$ cat src/rtl/mips_pkg.sv
// mips_pkg: shared widths, NOP encoding and the IF/ID beat payload type.
package mips_pkg;
  localparam int XLEN = 32;
  localparam logic [XLEN-1:0] NOP_INST = 32'h0000_0000;
  typedef struct packed {
    logic [XLEN-1:0] pc;
    logic [XLEN-1:0] pc4;
    logic [XLEN-1:0] inst;
  } ifid_beat_t;
  localparam ifid_beat_t NOP_BEAT = '{pc: '0, pc4: '0, inst: NOP_INST};
endpackage

$ cat src/rtl/if_id_skid_pipe_slot.sv
// pipe_slot: one IF/ID payload register plus valid bit.
// Clear (to a NOP bubble) has priority over load; otherwise the slot holds.
module pipe_slot
  import mips_pkg::*;
(
  input  logic       clk,
  input  logic       rst,
  input  logic       i_load,
  input  logic       i_clear,
  input  ifid_beat_t i_d,
  output logic       o_valid,
  output ifid_beat_t o_q
);
  logic       r_valid;
  ifid_beat_t r_beat;
  always_ff @(posedge clk or posedge rst) begin
    if (rst) begin
      r_valid <= 1'b0;
      r_beat  <= NOP_BEAT;
    end else if (i_clear) begin
      r_valid <= 1'b0;
      r_beat  <= NOP_BEAT;
    end else if (i_load) begin
      r_valid <= 1'b1;
      r_beat  <= i_d;
    end
  end
  assign o_valid = r_valid;
  assign o_q     = r_beat;
endmodule

$ cat src/rtl/if_id_skid.sv
// if_id_skid: IF->ID boundary with a two-entry skid buffer and synchronous flush.
// Optional IFID_PERF_EN adds fetch and bubble counters.
module if_id_skid
  import mips_pkg::*;
#(
  parameter int WIDTH = 32
) (
  input  logic             clk,
  input  logic             clr,
  input  logic             if_valid,
  output logic             if_ready,
  input  logic [WIDTH-1:0] if_pc,
  input  logic [WIDTH-1:0] if_pc4,
  input  logic [WIDTH-1:0] if_inst,
  input  logic             flush,
  output logic             id_valid,
  input  logic             id_ready,
  output logic [WIDTH-1:0] id_pc,
  output logic [WIDTH-1:0] id_pc4,
`ifdef IFID_PERF_EN
  output logic [WIDTH-1:0] id_inst,
  output logic [31:0]      perf_fetch_cnt,
  output logic [31:0]      perf_bubble_cnt
`else
  output logic [WIDTH-1:0] id_inst
`endif
);
  ifid_beat_t w_in, w_m, w_s, w_m_d;
  logic w_m_valid, w_s_valid, w_up, w_dn;
  logic w_m_from_s, w_m_from_in, w_m_load, w_m_clear, w_s_load, w_s_clear;
  assign w_in = '{pc: if_pc, pc4: if_pc4, inst: if_inst};
  assign if_ready = !w_s_valid;
  assign w_up = if_valid && if_ready;
  assign w_dn = w_m_valid && id_ready;
  always_comb begin
    w_m_from_s  = w_m_valid && w_s_valid && w_dn;
    w_m_from_in = w_up && (!w_m_valid || w_dn);
    w_m_load    = w_m_from_s || w_m_from_in;
    w_m_d       = w_m_from_s ? w_s : w_in;
    w_m_clear   = flush || (w_dn && !w_m_load);
    w_s_load    = w_up && w_m_valid && !w_dn;
    // a stray skid entry with an empty main (01) is dropped, behaving as EMPTY
    w_s_clear   = flush || w_m_from_s || (w_s_valid && !w_m_valid);
  end
  pipe_slot u_main (
    .clk(clk), .rst(clr), .i_load(w_m_load), .i_clear(w_m_clear),
    .i_d(w_m_d), .o_valid(w_m_valid), .o_q(w_m)
  );
  pipe_slot u_skid (
    .clk(clk), .rst(clr), .i_load(w_s_load), .i_clear(w_s_clear),
    .i_d(w_in), .o_valid(w_s_valid), .o_q(w_s)
  );
  assign id_valid = w_m_valid;
  assign id_pc    = w_m.pc;
  assign id_pc4   = w_m.pc4;
  assign id_inst  = w_m_valid ? w_m.inst : NOP_INST;
`ifdef IFID_PERF_EN
  logic [31:0] r_fetch_cnt, r_bubble_cnt;
  always_ff @(posedge clk or posedge clr) begin
    if (clr) begin
      r_fetch_cnt  <= '0;
      r_bubble_cnt <= '0;
    end else begin
      r_fetch_cnt  <= r_fetch_cnt + {31'd0, w_dn};
      r_bubble_cnt <= r_bubble_cnt + {31'd0, id_ready && !w_m_valid};
    end
  end
  assign perf_fetch_cnt  = r_fetch_cnt;
  assign perf_bubble_cnt = r_bubble_cnt;
`endif
endmodule

$ cat config.mk
export PLATFORM = sky130hd
export DESIGN_NAME = if_id_skid
export DESIGN_NICKNAME = d
export VERILOG_FILES = /design/src/rtl/mips_pkg.sv /design/src/rtl/if_id_skid_pipe_slot.sv /design/src/rtl/if_id_skid.sv
export SDC_FILE = /design/constraint.sdc
export NUM_CORES = 1
export LEC_CHECK = 0
export CAP_MARGIN = 25
export CORE_ASPECT_RATIO = 0.7
export CORE_MARGIN = 2
export CORE_UTILIZATION = 40
export DETAILED_ROUTE_END_ITERATION = 8
export GPL_TIMING_DRIVEN = 0
export PLACE_DENSITY = 0.75
export REMOVE_ABC_BUFFERS = 1
export SLEW_MARGIN = 20
export SYNTH_ARGS = -nofsm -noshare
export SYNTH_HDL_FRONTEND = slang
export SYNTH_HIERARCHICAL = 1
export SYNTH_SLANG_ARGS = --single-unit
export TNS_END_PERCENT = 20
$ cat constraint.sdc
create_clock -name clk -period 3.5 [get_ports clk]
set_clock_uncertainty 0.1 [all_clocks]
set_input_delay 0.525 -clock clk [delete_from_list [all_inputs] [get_ports clk]]
set_output_delay 0.525 -clock clk [all_outputs]
set_load 0.03 [all_outputs]
==> impl_metrics.py <==
metrics = {
    "pwr": {
        "irDropWorstVdd_mv": 0.330,
        "leakage_nw": 5.67,
        "powerDensity_nw_per_um2": 446,
        "power_mw": 5.58,
    },
    "detailed_routing": {
        "vias_per_cell": 4.87,
        "drt_iter0_drc": 217,
        "drc": 0,
        "vias": 6283,
        "first_pass_iters": 4,
        "drt-total-wl_um": 23000,
        "ant_nets": 0,
        "routedWlPerCell_um": 17.8,
    },
    "global_route": {
        "first_global_vias": 6638,
        "grt_antenna_before_repair": 0,
        "grt_usage": 0.190,
        "grt_max_degree": 64,
        "globalRouteOverflowTotal": 0,
        "grt_pass1_wl_um": 37300,
    },
    "clock_network": {
        "post_cts_buffers": 0,
        "clkLatencyLatePin_ns": 0.43,
        "clkTransAtPathRegs_ns": 0.07,
        "clkSinkCount": 194,
        "numCtsBuffers": 17,
        "clockRootBuffer": "clkbuf_16",
        "cts_buffer_depth": 2,
        "cts_tree": "built",
        "h-tree-depth": 4,
    },
    "cells_and_area": {
        "diodes": 0,
        "drive_above_1_share": 0.164,
        "finalNonFillerCells": 1290,
        "fillCellCount": 2013,
        "fin_nets": 1067,
        "area_growth_pct": 32.6,
        "mostFrequentLayoutCell": "clkdlybuf4s50_1",
        "final_cell_mix": "clkdlybuf4s50_1, nor2_1, dfrtp_1",
    },
    "sta": {
        "period_needed_ns": 3.17,
        "period_share": 0.906,
        "maxSlewViolCount": 0,
        "hold_slack_ns": 0.416,
        "worst_pin_slew_ns": 0.606,
        "slew_headroom": 0.596,
        "hold_viol": 0,
        "setup-violations-final": 0,
        "fmax_mhz": 315,
        "rsz0062_at_grt": "no",
    },
    "synth": {
        "yosysSeqAreaShare": 0.515,
        "synth-seq-cells": 194,
        "synthArstFlopShare": 1.00,
        "synth.cell_area_um2": 9430,
        "avgSynthCellArea_um2": 12.1,
        "synth_ff_type": "dfrtp_1",
        "synth.yosys.warnings": 6,
        "synthDistinctLibCells": 18,
        "synth_edf_count": 0,
        "syn_inst": 779,
    },
    "critical_path": {
        "path_class": "reg -> reg",
        "arrival_ns": 3.37,
        "worst-path-max-fanout": 38,
        "end_kind": "register",
        "critPathRequiredTime_ns": 3.70,
        "startpoint_type": "register",
    },
    "die": {
        "fp.dieArea_um2": 24800,
        "start_util": 0.412,
        "num_rows": 46,
        "die_w_um": 188,
        "pin_count": 199,
        "core_area_um2": 22900,
        "chipHeight_um": 132,
    },
    "place": {
        "gp_congestion": 0.688,
        "io_buffer_count": 198,
        "dp.final_hpwl_um": 15300,
        "dp_cells": 1259,
    },
    "outcome": {
        "status": "completed",
    },
    "hold_path": {
        "hp-class": "reg -> reg",
    },
    "job": {
        "drv_cap": 0,
    },
}
critical path, cell delays in order (launching register included):
cell and delay (ns):
dfrtp_4 0.66, nor2b_1 0.29, nor3_4 0.34, buf_4 0.27, buf_6 0.18, buf_4 0.19
buf_4 0.21, buf_6 0.17, buf_4 0.20, buf_4 0.18, mux2i_1 0.19, nor2_1 0.06
power breakdown:
group	internal, mW	switching, mW	leakage (nW)
logic	0.502	0.530	2.74
registers	2.36	0.0761	2.64
clock network	1.25	0.858	0.296
total	4.11	1.46	5.67
per-stage QoR:
step / utilization / setup WS, ns / TNS [ns] / area (µm²)
after floorplan: - / -7.76 / -914.71 / 9010
after global placement: 0.497 / -13.04 / -2028.69 / 11400
after detailed placement: 0.518 / -0.148 / -0.569 / 11900
after CTS: 0.545 / 0.0106 / 0 / 12500
after global routing: 0.546 / 0.123 / 0 / 12500
final: 0.546 / 0.330 / 0 / 12500
final timing paths:
check                               startpoint              to  slack, ns  depth (start not counted)
worst min-delay path            u_main/o_q[66]  u_main/o_q[66]       0.42                          2
max in group asynchronous                  clr  u_skid/o_q[82]       2.12                          3
worst min register to register  u_main/o_q[66]  u_main/o_q[66]       0.42                          2
min in group asynchronous                  clr  u_main/o_q[53]       0.47                          2
worst max-delay path            u_main/o_valid  u_main/o_q[77]       0.33                         11
worst max register to register  u_main/o_valid  u_main/o_q[77]       0.33                         11
layout make-up:
| class | count | area (µm²) | share of cell area |
|---|---|---|---|
| Clock buffer | 23 | 478 | 0.0382 |
| Sequential cell | 194 | 4860 | 0.389 |
| Clock inverter | 8 | 151 | 0.0121 |
| Multi-Input combinational cell | 524 | 4190 | 0.335 |
| Timing Repair Buffer | 226 | 2410 | 0.193 |
| Tap cell | 312 | 390 | 0.0312 |
| Inverter | 3 | 21.3 | 0.00170 |
state kept, by name, indices dropped and copies added, names as in the netlist:
register / cells
u_skid/o_q: 96
u_main/o_valid: 1
u_skid/o_valid: 1
u_main/o_q: 96
per-layer routing:
metal / global-route usage / vias to the layer above / wire [µm]
li1: - / 2990 / -
met1: 0.260 / 3123 / 11000
met2: 0.293 / 157 / 10100
met3: 0.0719 / 13 / 1750
met4: 0.0346 / 0 / 159
met5: 0 / - / 0
cells in the mapped netlist, types with 2 or more instances:
cell type | n | area, µm²
and2_1 | 32 | 200
buf_2 | 9 | 45.0
buf_4 | 17 | 128
buf_6 | 5 | 56.3
buf_8 | 8 | 120
clkbuf_1 | 19 | 71.3
dfrtp_1 | 194 | 4850
inv_1 | 3 | 11.3
mux2_2 | 56 | 631
mux2_4 | 40 | 601
mux2i_1 | 192 | 1920
nor2_1 | 197 | 739
nor2b_1 | 2 | 12.5
logic make-up after synthesis:
| kind of cell | count (synthesis) | share of synthesized area |
|---|---|---|
| multiplexers | 288 | 0.334 |
| AND/OR/NAND/NOR | 234 | 0.103 |
| flip-flops | 194 | 0.515 |
| buffers and inverters | 61 | 0.0458 |
| AO/OA/AOI/OAI | 2 | 0.00173 |
timing repair:
action | CTS | global route
endpoints found under the setup margin | 0 | 11
hold endpoints to repair | 0 | 0
gates resized for setup | 0 | 2
hold buffers | 0 | 0
Note: power is estimated with default switching activity, not from simulation.
